--- src/rtl/debug_pkg.sv ---
`default_nettype none
// ============================================================================
// Module      : debug_pkg
// Description : Shared constants and state encodings for the debug UART
//               transmitter. Holds the frame sync byte, the number of debug
//               bytes per frame, the frame-level state enum and the per-byte
//               serializer state enum.
// Revision    : 1.0 - initial release
// ============================================================================
package debug_pkg;

    localparam int         NUM_PORTS = 7;
    localparam logic [7:0] SYNC_BYTE = 8'hA5;

    // Frame sequencing: wait for trigger, stream 9 bytes, one-cycle completion
    typedef enum logic [1:0] {
        IDLE = 2'd0,
        SEND = 2'd1,
        DONE = 2'd2
    } frame_state_t;

    // Serializer position within a single 8N1 byte
    typedef enum logic [1:0] {
        START = 2'd0,
        DATA  = 2'd1,
        STOP  = 2'd2
    } byte_state_t;

endpackage
`default_nettype wire

--- src/rtl/debug_uart_tx_byte.sv ---
`default_nettype none
// ============================================================================
// Module      : uart_tx_byte
// Description : 8N1 UART byte serializer, LSB first, line idles high.
//               Accepts a byte on valid & ready. ready is also raised in the
//               final cycle of the stop bit so a waiting byte's start bit
//               follows immediately with no idle gap.
// Ports       : clk, reset (sync, active-high), data[7:0], valid  -> inputs
//               ready, tx                                         -> outputs
// Revision    : 1.0 - initial release
// ============================================================================
module uart_tx_byte
    import debug_pkg::*;
#(
    parameter int CLKS_PER_BIT = 434
) (
    input  logic       clk,
    input  logic       reset,
    input  logic [7:0] data,
    input  logic       valid,
    output logic       ready,
    output logic       tx
);

    localparam int                  c_BAUD_W    = (CLKS_PER_BIT > 1) ? $clog2(CLKS_PER_BIT) : 1;
    localparam logic [c_BAUD_W-1:0] c_BAUD_LAST = c_BAUD_W'(CLKS_PER_BIT - 1);

    byte_state_t         r_state;
    logic                r_active;
    logic [c_BAUD_W-1:0] r_baud;
    logic [2:0]          r_bit_idx;
    logic [7:0]          r_data;

    byte_state_t         w_state_nxt;
    logic                w_active_nxt;
    logic [c_BAUD_W-1:0] w_baud_nxt;
    logic [2:0]          w_bit_idx_nxt;
    logic [7:0]          w_data_nxt;
    logic                w_wrap;
    logic                w_accept;
    logic                w_tx;

    assign w_wrap   = (r_baud == c_BAUD_LAST);
    // Ready while idle, and in the last cycle of the stop bit for back-to-back bytes
    assign ready    = !r_active || ((r_state == STOP) && w_wrap);
    assign w_accept = valid && ready;

    always_ff @(posedge clk) begin
        if (reset) begin
            r_state   <= START;
            r_active  <= 1'b0;
            r_baud    <= '0;
            r_bit_idx <= '0;
            r_data    <= '0;
        end else begin
            r_state   <= w_state_nxt;
            r_active  <= w_active_nxt;
            r_baud    <= w_baud_nxt;
            r_bit_idx <= w_bit_idx_nxt;
            r_data    <= w_data_nxt;
        end
    end

    always_comb begin
        w_state_nxt   = r_state;
        w_active_nxt  = r_active;
        w_bit_idx_nxt = r_bit_idx;
        w_data_nxt    = r_data;
        w_baud_nxt    = '0;
        if (r_active && !w_wrap) begin
            w_baud_nxt = r_baud + c_BAUD_W'(1);
        end

        if (w_accept) begin
            w_active_nxt  = 1'b1;
            w_state_nxt   = START;
            w_bit_idx_nxt = '0;
            w_data_nxt    = data;
            w_baud_nxt    = '0;
        end else if (r_active && w_wrap) begin
            case (r_state)
                START: begin
                    w_state_nxt   = DATA;
                    w_bit_idx_nxt = '0;
                end
                DATA: begin
                    if (r_bit_idx == 3'd7) begin
                        w_state_nxt = STOP;
                    end else begin
                        w_bit_idx_nxt = r_bit_idx + 3'd1;
                    end
                end
                STOP: begin
                    w_active_nxt = 1'b0;
                end
                default: begin
                    w_active_nxt = 1'b0;
                    w_state_nxt  = START;
                end
            endcase
        end
    end

    // Line level is a pure decode of registered state
    always_comb begin
        w_tx = 1'b1;
        if (r_active) begin
            case (r_state)
                START:   w_tx = 1'b0;
                DATA:    w_tx = r_data[r_bit_idx];
                default: w_tx = 1'b1;
            endcase
        end
    end

    assign tx = w_tx;

endmodule
`default_nettype wire

--- src/rtl/debug_uart_tx.sv ---
`default_nettype none
// ============================================================================
// Module      : debug_uart_tx
// Description : Debug-port frame transmitter. On trigger (while idle) snaps
//               the debug bytes, computes their XOR checksum and sends
//               SYNC_BYTE, port1..port7, checksum as back-to-back 8N1 bytes.
// Ports       : clk, reset (sync, active-high), trigger, ports_in[55:0]
//               (port1 = [7:0] ... port7 = [55:48])                -> inputs
//               tx (UART line), busy, frame_done (1-cycle pulse)    -> outputs
// Revision    : 1.0 - initial release
// ============================================================================
module debug_uart_tx
    import debug_pkg::*;
#(
    parameter int         CLKS_PER_BIT = 434,
    parameter int         NUM_PORTS    = debug_pkg::NUM_PORTS,
    parameter logic [7:0] SYNC_BYTE    = debug_pkg::SYNC_BYTE
) (
    input  logic                   clk,
    input  logic                   reset,
    input  logic                   trigger,
    input  logic [8*NUM_PORTS-1:0] ports_in,
    output logic                   tx,
    output logic                   busy,
    output logic                   frame_done
);

    // Byte index 0 = sync, 1..NUM_PORTS = payload, NUM_PORTS+1 = checksum
    localparam int                 c_IDX_W    = $clog2(NUM_PORTS + 2);
    localparam logic [c_IDX_W-1:0] c_LAST_IDX = c_IDX_W'(NUM_PORTS + 1);

    frame_state_t           r_state;
    logic [c_IDX_W-1:0]     r_byte_idx;
    logic [8*NUM_PORTS-1:0] r_snapshot;
    logic [7:0]             r_checksum;

    frame_state_t           w_state_nxt;
    logic [c_IDX_W-1:0]     w_idx_nxt;
    logic [c_IDX_W-1:0]     w_next_idx;
    logic                   w_capture;
    logic                   w_valid;
    logic [7:0]             w_tx_data;
    logic [7:0]             w_next_byte;
    logic [7:0]             w_checksum;
    logic                   w_byte_ready;

    uart_tx_byte #(
        .CLKS_PER_BIT (CLKS_PER_BIT)
    ) u_byte (
        .clk   (clk),
        .reset (reset),
        .data  (w_tx_data),
        .valid (w_valid),
        .ready (w_byte_ready),
        .tx    (tx)
    );

    // Checksum is taken from live inputs so it is ready in the capture cycle
    always_comb begin
        w_checksum = '0;
        for (int i = 0; i < NUM_PORTS; i++) begin
            w_checksum = w_checksum ^ ports_in[8*i +: 8];
        end
    end

    always_comb begin
        w_next_idx  = r_byte_idx + c_IDX_W'(1);
        w_next_byte = r_checksum;
        for (int i = 0; i < NUM_PORTS; i++) begin
            if (w_next_idx == c_IDX_W'(i + 1)) begin
                w_next_byte = r_snapshot[8*i +: 8];
            end
        end
    end

    always_ff @(posedge clk) begin
        if (reset) begin
            r_state    <= IDLE;
            r_byte_idx <= '0;
            r_snapshot <= '0;
            r_checksum <= '0;
        end else begin
            r_state    <= w_state_nxt;
            r_byte_idx <= w_idx_nxt;
            if (w_capture) begin
                r_snapshot <= ports_in;
                r_checksum <= w_checksum;
            end
        end
    end

    always_comb begin
        w_state_nxt = r_state;
        w_idx_nxt   = r_byte_idx;
        w_capture   = 1'b0;
        w_valid     = 1'b0;
        w_tx_data   = SYNC_BYTE;
        case (r_state)
            IDLE: begin
                // Serializer is idle here, so the sync byte is taken on this edge
                if (trigger) begin
                    w_capture   = 1'b1;
                    w_valid     = 1'b1;
                    w_idx_nxt   = '0;
                    w_state_nxt = SEND;
                end
            end
            SEND: begin
                if (w_byte_ready) begin
                    if (r_byte_idx == c_LAST_IDX) begin
                        w_state_nxt = DONE;
                    end else begin
                        w_valid   = 1'b1;
                        w_tx_data = w_next_byte;
                        w_idx_nxt = w_next_idx;
                    end
                end
            end
            DONE: begin
                w_state_nxt = IDLE;
            end
            default: begin
                w_state_nxt = IDLE;
            end
        endcase
    end

    assign busy       = (r_state == SEND);
    assign frame_done = (r_state == DONE);

endmodule
`default_nettype wire

--- config.mk ---
export PLATFORM = sky130hd
export DESIGN_NAME = debug_uart_tx
export DESIGN_NICKNAME = d
export VERILOG_FILES = /design/src/rtl/debug_pkg.sv /design/src/rtl/debug_uart_tx_byte.sv /design/src/rtl/debug_uart_tx.sv
export SDC_FILE = /design/constraint.sdc
export NUM_CORES = 1
export LEC_CHECK = 0
export CAP_MARGIN = 20
export CELL_PAD_IN_SITES_DETAIL_PLACEMENT = 1
export CELL_PAD_IN_SITES_GLOBAL_PLACEMENT = 2
export CORE_ASPECT_RATIO = 0.75
export CORE_MARGIN = 1.5
export CORE_UTILIZATION = 25
export CTS_BUF_LIST = sky130_fd_sc_hd__clkbuf_4
export DETAILED_ROUTE_END_ITERATION = 8
export DONT_BUFFER_PORTS = 1
export PLACE_DENSITY_LB_ADDON = 0.1
export SETUP_SLACK_MARGIN = 0.4
export SYNTH_ARGS = -nofsm -noshare
export SYNTH_HDL_FRONTEND = slang
export SYNTH_SLANG_ARGS = --single-unit
--- constraint.sdc ---
create_clock -name clk -period 2 [get_ports clk]
set_clock_uncertainty 0.15 [all_clocks]
set_input_delay 0.4 -clock clk [delete_from_list [all_inputs] [get_ports clk]]
set_output_delay 0.4 -clock clk [all_outputs]
set_load 0.01 [all_outputs]
Word-level counts from Yosys, hierarchy flattened. Index checks and enable logic that the tools add are counted.

Register bits: 93. Input bits: 59. Output and inout port bits: 3. Logic and storage cells: 96.

Add/sub/neg operators: 3. Magnitude comparators: 1. Eq/ne operators: 21. Muxes and demuxes: 34. Bitwise logic cells: 8. Reduce and logical (&&, ||, !) cells: 20.

Operator list (number): 2-to-1 mux 8 bit (10); XOR 8 bit (6); == test 4 x 3 -> 1 bit (second input constant) (4); 2-to-1 mux 4 bit (3); adder 9 x 1 -> 9 bit (second input constant) (1); == test 9 bit (second input constant) (1); 2-to-1 mux 1 bit (9); AND reduction 3 bit (3); == test 4 x 2 -> 1 bit (second input constant) (2); 2-to-1 mux 2 bit (4); != test 2 x 1 -> 1 bit (second input constant) (4); one-hot mux 4 bit (2 select lines) (1); != test 2 bit (second input constant) (3); one-hot mux 2 bit (3 select lines) (1); one-hot mux 3 bit (2 select lines) (1); nonzero test 2 bit (3); adder 4 x 1 -> 4 bit (second input constant) (1); == test 2 x 1 -> 1 bit (second input constant) (2); == test 2 bit (second input constant) (2); == test 4 x 1 -> 1 bit (second input constant) (1); == test 4 bit (second input constant) (1); logical AND 1 bit (4); zero test 2 bit (2); less-than comparator 3 x 4 -> 1 bit (second input constant) (1); 13 further kinds (17).

Logic depth before layout (Yosys ltp). Gate-level depths: netlist (run 1).

Depth in word-level cells: 12. Depth in mapped cells: 10. Gate-level depth less buffers: 7.

By module. Synthesis (run 1) repeated with hierarchy kept, for this count alone.

Cells, all modules: 645. Area total of the unflattened synthesis: 5056.1 sq um.

Modules (own cells, without submodules): debug_uart_tx (instances 1, cells each 536, area an instance 3992.6 sq um, sequential area each 1401.3 sq um); uart_tx_byte (instances 1, cells each 109, area an instance 1063.5 sq um, sequential area each 460.4 sq um).

Worst setup path before layout (run 1). Ideal clock, no wire load.

Path type: register to register. From: register r_byte_idx[0]. To: register u_byte.r_data[6]. Arrival: 1.922 ns. Required time: 1.733 ns. Path slack: -0.189 ns. Stages on the path, launching flop included: 10. Buffers on the path: 2. Path through: dfxtp_1 -> inv_1 -> ha_1 -> clkbuf_1 -> clkbuf_1 -> nor2_1 -> nand2_1 -> a32oi_1 -> o31ai_1 -> a32o_1.

Word-level cells in the longest chain between the ends: 12. Elaborated cells between the ends (all ways): 23. Classes of those cells: add/sub: 1; eq/ne: 8; mux: 13; reduce/logical: 1.

Ends and longest elaborated chain: start, declared (line debug_uart_tx.sv:33) `logic [c_IDX_W-1:0] r_byte_idx;`; start signal, assigned (line debug_uart_tx.sv:84) `r_byte_idx <= w_idx_nxt;`; adder 4 x 1 -> 4 bit (line debug_uart_tx.sv:67) `w_next_idx = r_byte_idx + c_IDX_W'(1);`; == test 4 x 1 -> 1 bit (line debug_uart_tx.sv:70) `if (w_next_idx == c_IDX_W'(i + 1)) begin`; 2-to-1 mux 8 bit (7 in a row) (line debug_uart_tx.sv:70); 2-to-1 mux 8 bit (line debug_uart_tx.sv:110) `if (r_byte_idx == c_LAST_IDX) begin`; 2-to-1 mux 8 bit (line debug_uart_tx.sv:109) `if (w_byte_ready) begin`; 2-to-1 mux 8 bit (line debug_uart_tx.sv:98) `case (r_state)`; end signal, assigned (line debug_uart_tx_byte.sv:60) `r_data <= w_data_nxt;`; end, declared (line debug_uart_tx_byte.sv:32) `logic [7:0] r_data;`.

Several ways; a longest one is shown, not always the timed one. A chain may end at the register's enable or synchronous reset.

Worst setup path after layout (run 1).
From: register u_byte.r_bit_idx[0]. To: output tx.

Word-level cells in the longest chain between the ends: 4.

Ends and longest elaborated chain: start, declared (line debug_uart_tx_byte.sv:31) `logic [2:0] r_bit_idx;`; start signal, assigned (line debug_uart_tx_byte.sv:59) `r_bit_idx <= w_bit_idx_nxt;`; binary-select mux 1 bit (select 3 bit) (line debug_uart_tx_byte.sv:110) `DATA: w_tx = r_data[r_bit_idx];`; 2-to-1 mux 1 bit (implied by the code) (line debug_uart_tx_byte.sv:110); one-hot mux 1 bit (2 select lines) (line debug_uart_tx_byte.sv:108) `case (r_state)`; 2-to-1 mux 1 bit (line debug_uart_tx_byte.sv:107) `if (r_active) begin`; end, declared (line debug_uart_tx.sv:23) `output logic tx,`.

No other way between the ends. The select of a mux whose other input is x is not followed.

==> results of run 1 <==
## metal layers
layer  wire [microns]  track usage [%]  vias to the layer above
li1                 -                -                     2353
met1            11000             28.1                     2477
met5                0                0                        -
met2             9520             26.5                      118
met4              237             3.62                        0
met3             1330             4.10                       13
## what timing repair did
item                                    in CTS  in global routing
endpoints found under the hold margin       78                 78
gates cloned                                 4                 14
endpoints found under the setup margin      89                 75
gates resized for setup                     77                263
pin swaps                                   46                139
setup buffers                               20                 14
## power by group
group,leakage (nW),switching [mW],internal [mW]
Clock,0.0744,0.749,0.386
Sequential,0.770,0.110,1.97
Combinational,2.09,0.778,0.687
Total,2.93,1.64,3.05
## area by class of cell
type                       count  area (sq um)
fill                        2171         11500
multi-input combinational    483          4150
sequential                    93          1890
timing repair buffer         108          1240
tap                          253           317
inverter                      19          85.1
clock inverter                 7          72.6
clock buffer                   9          67.6
timing repair inverter         1          5.00
antenna                        1          2.50
## stage by stage
| step | hold WS, ps | TNS [ps] | area, sq um | utilization, % | worst slack, ps |
|---|---|---|---|---|---|
| after global routing | -234 | -1350 | 7830 | 40.4 | -584 |
| after floorplan | 278 | 0 | 5130 | - | 64.6 |
| after CTS | -213 | -737 | 6420 | 33.2 | -548 |
| after global placement | 290 | -310 | 5710 | 29.4 | -109 |
| final | -188 | -933 | 7830 | 40.4 | -524 |
| after detailed placement | 292 | -835 | 5710 | 29.4 | -212 |
## critical path, stage by stage, from the launching register on
cell and delay (ps):
dfxtp_4 400, mux4_2 490, mux2_4 290, a211o_1 310
## logic make-up after synthesis
family,share of synthesized area (%)
AO/OA/AOI/OAI,22.1
adder cells (fa/ha/maj),2.28
XOR/XNOR,9.74
multiplexers,1.34
flip-flops,37.6
buffers and inverters,5.11
AND/OR/NAND/NOR,21.8
## layout by cell type (no fill, tap or decap), drive strengths merged, types with 5 or more instances in the layout
cell type,instances
nand3,7
a22oi,6
inv,19
dfxtp,93
nor2b,12
ha,9
xnor2,35
clkbuf,18
o31ai,5
o21ai,23
a21boi,5
buf,99
nor3,6
nand2,160
nor2,32
xor2,20
a21oi,86
## path summary, 6_finish.rpt
kind / startpoint / endpoint / slack (ps) / cells past startpoint
max reg2reg: r_byte_idx[0] / u_byte.r_data[0] / -130 / 7
min reg2reg: r_snapshot[5] / r_snapshot[5] / 330 / 2
min: reset / u_byte.r_active / -190 / 1
max: u_byte.r_bit_idx[0] / tx / -520 / 3
## sequential cells by signal (all words and copies together) (netlist names)
signal,flops
u_byte.r_bit_idx,3
r_checksum,8
u_byte.r_state,2
u_byte.r_baud,9
r_state,2
u_byte.r_active,1
r_snapshot,56
r_byte_idx,4
u_byte.r_data,8
==> metrics.txt, run 1 <==
status complete, but fails checks; failing checks negative hold slack, negative setup slack; Std-Cell Rows 44; Hold Vio Cnt, Final 74; via count 4,961; vias in the first global route 4,957; post-route ant nets 0; CP endpoint kind primary output; Iter 0 DRT Violations 310; global-route wire length before repair 28,800 microns; Critical Path AT 1970 ps; Tightest Pin Transition 453 ps; layout net count 783; LEAKAGE 2.93 nW; port bufs 0; Non-Filler Instances 974; Clk Latency, worst-skew pair 490 ps; Power Density 598 nW/um^2; critical path launch point type register; share of layout cells above drive strength 1 49.4%; area leader, netlist dfxtp_1; CTS Sinks 93; top cells by area, synth dfxtp_1 38%, nand2_1 12%, a21oi_1 8.7%, xnor2_1 6.2%, xor2_1 3.5%; FFs w/ async S/R, synth 0%; Peak VDD IR 0.271 mV; RePlAce Congestion 0.806; CP max FO 3; Commonest cells post-synth 160 x nand2_1, 93 x dfxtp_1, 86 x a21oi_1; Chip Height 125 microns; core footprint 19,400 sq um; register area share after synthesis 37.6%; DRT Pass-1 Iters 5; CTS H-tree depth 3; Syn-to-layout area delta 58.4%; root buf cell clkbuf_4; post-synth top area share 37.6%; DRC Markers 0; largest net degree at the start of global routing 77; count leader, synth nand2_1; CTS max path bufs 2; Tcrit/Tclk final 126%; Num CTS Buffers 9; CTS tree yes; Min-Delay Path Class input pin to register; Yosys cell types 68; total wire length 22,100 microns; die area 20,600 sq um; Ports 62; Wirelength per Cell 22.7 microns; Total GRT Usage 18.6%; syn nets 700; Seq cells post-synth 93; RSZ-0062 raised after global routing true; via/cell ratio 5.09; die width 165 microns; min Tclk post-route 2520 ps; Slew Limit Fails 0; Pwr Total 4.68 mW; grt ovf 0; f_max 0.396 GHz; final setup fails 6; post-detail-place hpwl 12,800 microns; Req. time, crit path 1450 ps; Worst-path clk slew 160 ps; syn_area_per_cell 7.83 sq um; slew margin rel. 69.7%; Post-Syn Instances 632; post-synthesis cell area 4950 sq um; critical path class register to primary output; WHS -188 ps; Post-synth EDFFs 0; max_cap viols 0; worst setup margin -524 ps; initial antenna violation count 1; Synth Warn # 0; Top FF cell, synth dfxtp_1; initial cell density of the core 25.5%; Cells after DPL 905
Note: power is estimated with default switching activity, not from simulation.
==> run 2, diff against run 1 <==
- BUFFER_PORTS_ARGS: not set -> -buffer_cell sky130_fd_sc_hd__buf_2
- DONT_BUFFER_PORTS: 1 -> not set
==> metrics.txt, run 2 (synthesized netlist as in run 1, its figures left out) <==
status complete, but fails checks; failing checks negative setup slack; root buf cell clkbuf_4; max_cap viols 0; core footprint 19,400 sq um; initial antenna violation count 2; Slew Limit Fails 0; Num CTS Buffers 9; DRC Markers 0; Chip Height 125 microns; Std-Cell Rows 44; Wirelength per Cell 19.5 microns; combinational share of power 31.4%; Min-Delay Path Class input pin to register; CTS max path bufs 2; Req. time, crit path 1450 ps; Syn-to-layout area delta 67.7%; Util after Layout 42.8%; P_int 3.16 mW; CP endpoint kind primary output; post-detail-place hpwl 13,200 microns; via/cell ratio 4.82; die width 165 microns; share of layout cells above drive strength 1 42.0%; CTS tree yes; CP max FO 3; clock share of power 24.6%; Most flops, register r_snapshot; largest registers r_snapshot: 56 flops, u_byte.r_baud: 9 flops; via count 5,288; RePlAce Congestion 0.862; Peak VDD IR 0.297 mV; post-route ant nets 0; Reg2Reg Setup Slack -140 ps; Total GRT Usage 19.0%; Clk Latency, worst-skew pair 500 ps; critical path launch point type register; Ports 62; dpl ws -221 ps; Power Density 577 nW/um^2; f_max 0.383 GHz; min Tclk post-route 2610 ps; most frequent cells in the layout 121 x nand2_1, 80 x dfxtp_1, 69 x a21oi_1; CTS H-tree depth 3; slew margin rel. 72.3%; CTS Sinks 93; initial cell density of the core 25.5%; critical path class register to primary output; final setup fails 8; Iter 0 DRT Violations 235; vias in the first global route 5,239; die area 20,600 sq um; Sw Share 34.0%; Tcrit/Tclk final 130%; grt ovf 0; Seq pwr share 44.0%; Tightest Pin Transition 412 ps; max FFs per register 56; LEAKAGE 3.29 nW; worst setup margin -609 ps; layout net count 905; Hold Vio Cnt, Final 0; Critical Path AT 2060 ps; largest net degree at the start of global routing 55; global-route wire length before repair 29,700 microns; DRT Pass-1 Iters 4; commonest non-fill, non-tap cell in the layout nand2_1; Psw 1.62 mW; port bufs 61; Worst-path clk slew 160 ps; RSZ-0062 raised after global routing true; total wire length 21,400 microns; FILL cells 2,228
-- run 2: cell types whose count changed in the layout (fill, tap and decap cells not counted), moves of 33 or more --
cell | previous run | this run
nand2_4 | 65 | 12
buf_2 | 0 | 56
dlygate4sd3_1 | 0 | 51
a21oi_1 | 15 | 69
nand2_1 | 88 | 121
a21oi_2 | 70 | 16
-- run 2: worst max-delay path, stage by stage, from the launching register on --
cell and delay, ps:
dfxtp_4 390, mux4_2 490, mux2_2 290, a211o_1 260, buf_2 140
-- run 2: area by class of cell --
class                           count  area (sq um)  share of cell area (%)
Tap cell                          253           317                    3.82
Timing Repair Buffer              232          2190                    26.4
Clock inverter                      6          76.3                   0.920
Sequential cell                    93          1890                    22.8
Multi-Input combinational cell    482          3650                    44.1
Antenna cell                        1          2.50                  0.0302
Clock buffer                       10          75.1                   0.905
Inverter                           19          87.6                    1.06
-- run 2: stage by stage --
step                      hold slack (ps)  power (mW)  cells  setup TNS [ps]  instance area (sq um)
final                                 134        4.78   1096           -1320                   8290
after global routing                  111        5.02   1096           -1780                   8290
after CTS                            59.5        4.51   1069           -1170                   7410
after detailed placement              299        3.09    973           -1220                   6090
after global placement                295        3.07    973            -778                   6090
after floorplan                       278        2.67    632               0                   5130
-- run 2: what timing repair did --
action / CTS / global route
gates resized for setup: 91 / 139
cloned: 4 / 12
pin swaps: 45 / 43
buffers inserted: 20 / 14
hold buffers: 56 / 0
hold endpoints to repair: 56 / 0
endpoints found under the setup margin: 96 / 74
-- run 2: power by group through the flow --
stage	Combinational, mW	Clock [mW]	Sequential, mW
detailed placement	0.969	0	2.12
global route	1.61	1.29	2.12
finish	1.50	1.18	2.10
CTS	1.19	1.23	2.08
global placement	0.954	0	2.11
floorplan	0.596	0	2.07
-- run 2: layer usage --
layer	global-route usage, %	share of wire [%]
met1	28.3	53
met2	28.7	42
met3	2.93	2.8
met4	4.04	1.4
met5	0	0
-- run 2: final timing paths --
kind	startpoint	depth (start not counted)	endpoint
min	reset	4	r_byte_idx[0]
max reg2reg	r_byte_idx[0]	9	u_byte.r_data[1]
min reg2reg	r_snapshot[12]	2	r_snapshot[12]
max	u_byte.r_bit_idx[0]	4	tx
==> run 3, diff against run 2 <==
- SETUP_SLACK_MARGIN: 0.4 -> 0.05
==> metrics.txt, run 3 (synthesized netlist as in run 1, its figures left out) <==
status complete, but fails checks; failing checks negative setup slack; Num CTS Buffers 9; RR Endpoint u_byte.r_data[5]; CTS tree yes; Min-Delay Path Class input pin to register; grt ovf 0; Wirelength per Cell 18.4 microns; Syn-to-layout area delta 50.5%; Slew Limit Fails 0; CTS H-tree depth 3; Power Density 582 nW/um^2; Final TNS setup -1190 ps; initial antenna violation count 1; total wire length 19,900 microns; Sw Share 34.3%; Most flops, register r_snapshot; CP max stage cell mux4_2; commonest non-fill, non-tap cell in the layout nand2_1; die width 165 microns; via count 5,171; most frequent cells in the layout 159 x nand2_1, 85 x a21oi_1, 84 x dfxtp_1; LEAKAGE 2.86 nW; CTS Sinks 93; Pwr Total 4.33 mW; f_max 0.388 GHz; core footprint 19,400 sq um; max FFs per register 56; P_int 2.85 mW; clock share of power 23.1%; critical path launch point type register; global-route wire length before repair 30,600 microns; Peak VDD IR 0.240 mV; Util after Layout 38.4%; via/cell ratio 4.80; max_cap viols 0; slew margin rel. 47.5%; final setup fails 9; R2R Path Start r_byte_idx[0]; Max stage delay on crit path 490 ps; Hold Crit Depth 3; CTS max path bufs 2; Req. time, crit path 1450 ps; Chip Height 125 microns; critical path class register to primary output; hold path endpoint r_snapshot[32]; initial cell density of the core 25.5%; RePlAce Congestion 0.822; Hold Vio Cnt, Final 0; WP buf/inv 1; FILL cells 2,280; post-detail-place hpwl 13,600 microns; DRC Markers 0; reg2reg path depth 9; Top delay family on crit path multiplexers; largest net degree at the start of global routing 48; Reg2Reg Setup Slack -170 ps; combinational share of power 29.0%; CP endpoint kind primary output; Tightest Pin Transition 787 ps; post-route ant nets 0; layout net count 887; Psw 1.49 mW; root buf cell clkbuf_4; WHS 47.1 ps; share of layout cells above drive strength 1 32.0%; crit path cell chain mux4_2 -> mux2_4 -> a211o_1 -> buf_2; Critical Path AT 2030 ps; Iter 0 DRT Violations 182; DRT Pass-1 Iters 4; Clk Latency, worst-skew pair 480 ps; RSZ-0062 raised after global routing true; worst hold start ports_in[32]; Total GRT Usage 19.7%; largest registers r_snapshot: 56 flops, u_byte.r_baud: 9 flops; vias in the first global route 5,361; CP max FO 3; port bufs 61; Worst-path clk slew 150 ps; Seq pwr share 48.0%; min Tclk post-route 2580 ps; die area 20,600 sq um; Std-Cell Rows 44; Tcrit/Tclk final 129%; worst setup margin -579 ps; Ports 62
==> run 3: area by class of cell <==
| cell class | count | area [sq um] | area share (%) |
|---|---|---|---|
| multi-input combinational | 482 | 3340 | 44.9 |
| sequential | 93 | 1880 | 25.3 |
| timing repair buffer | 214 | 1700 | 22.9 |
| tap | 253 | 317 | 4.25 |
| inverter | 19 | 80.1 | 1.08 |
| clock buffer | 9 | 67.6 | 0.908 |
| clock inverter | 7 | 48.8 | 0.655 |
| antenna | 1 | 2.50 | 0.0336 |
==> run 3: per-layer routing <==
metal / global-route usage (%) / wire length (microns) / up-vias
met4: 5.15 / 252 / 0
li1: - / - / 2553
met1: 29.1 / 10200 / 2532
met2: 29.2 / 8670 / 76
met3: 3.26 / 688 / 10
met5: 0 / 0 / -
==> run 3: worst max path at each step <==
stage / from / endpoint / slack [ps] / cells past startpoint
final: u_byte.r_bit_idx[0] / tx / -580 / 4
after global routing: u_byte.r_bit_idx[0] / tx / -670 / 4
after CTS: u_byte.r_bit_idx[0] / tx / -640 / 4
after detailed placement: r_byte_idx[1] / u_byte.r_data[0] / -640 / 9
after global placement: r_byte_idx[0] / u_byte.r_data[0] / -530 / 7
after floorplan: r_byte_idx[0] / u_byte.r_data[6] / 30 / 8
==> run 3: through the flow <==
| stage | setup slack (ps) | cell area [sq um] | std cells |
|---|---|---|---|
| 2_1_floorplan | 25.2 | 4970 | 632 |
| 5_1_grt | -669 | 7440 | 1078 |
| 6_report | -579 | 7440 | 1078 |
| 4_1_cts | -639 | 7160 | 1066 |
| 3_3_place_gp | -528 | 6000 | 981 |
| 3_5_place_dp | -639 | 6000 | 981 |
==> run 3: timing repair <==
action / CTS / global route
hold buffers: 51 / 0
pin swaps: 33 / 25
resized for setup: 93 / 49
setup buffers: 19 / 13
gates cloned: 1 / 1
hold endpoints to repair: 51 / 0
setup endpoints to repair: 53 / 24
==> run 3: tightest hold or removal path, stage by stage <==
cell     delay (ps)
buf_2           110
nand2_1          70
a21oi_1          60
==> run 3: power groups by stage <==
stage / combinational, mW / sequential [mW] / clock, mW
6_report: 1.25 / 2.08 / 0.999
5_1_grt: 1.37 / 2.09 / 1.14
4_1_cts: 1.20 / 2.08 / 1.05
3_5_place_dp: 0.985 / 2.11 / 0
3_3_place_gp: 0.968 / 2.10 / 0
2_1_floorplan: 0.571 / 2.07 / 0
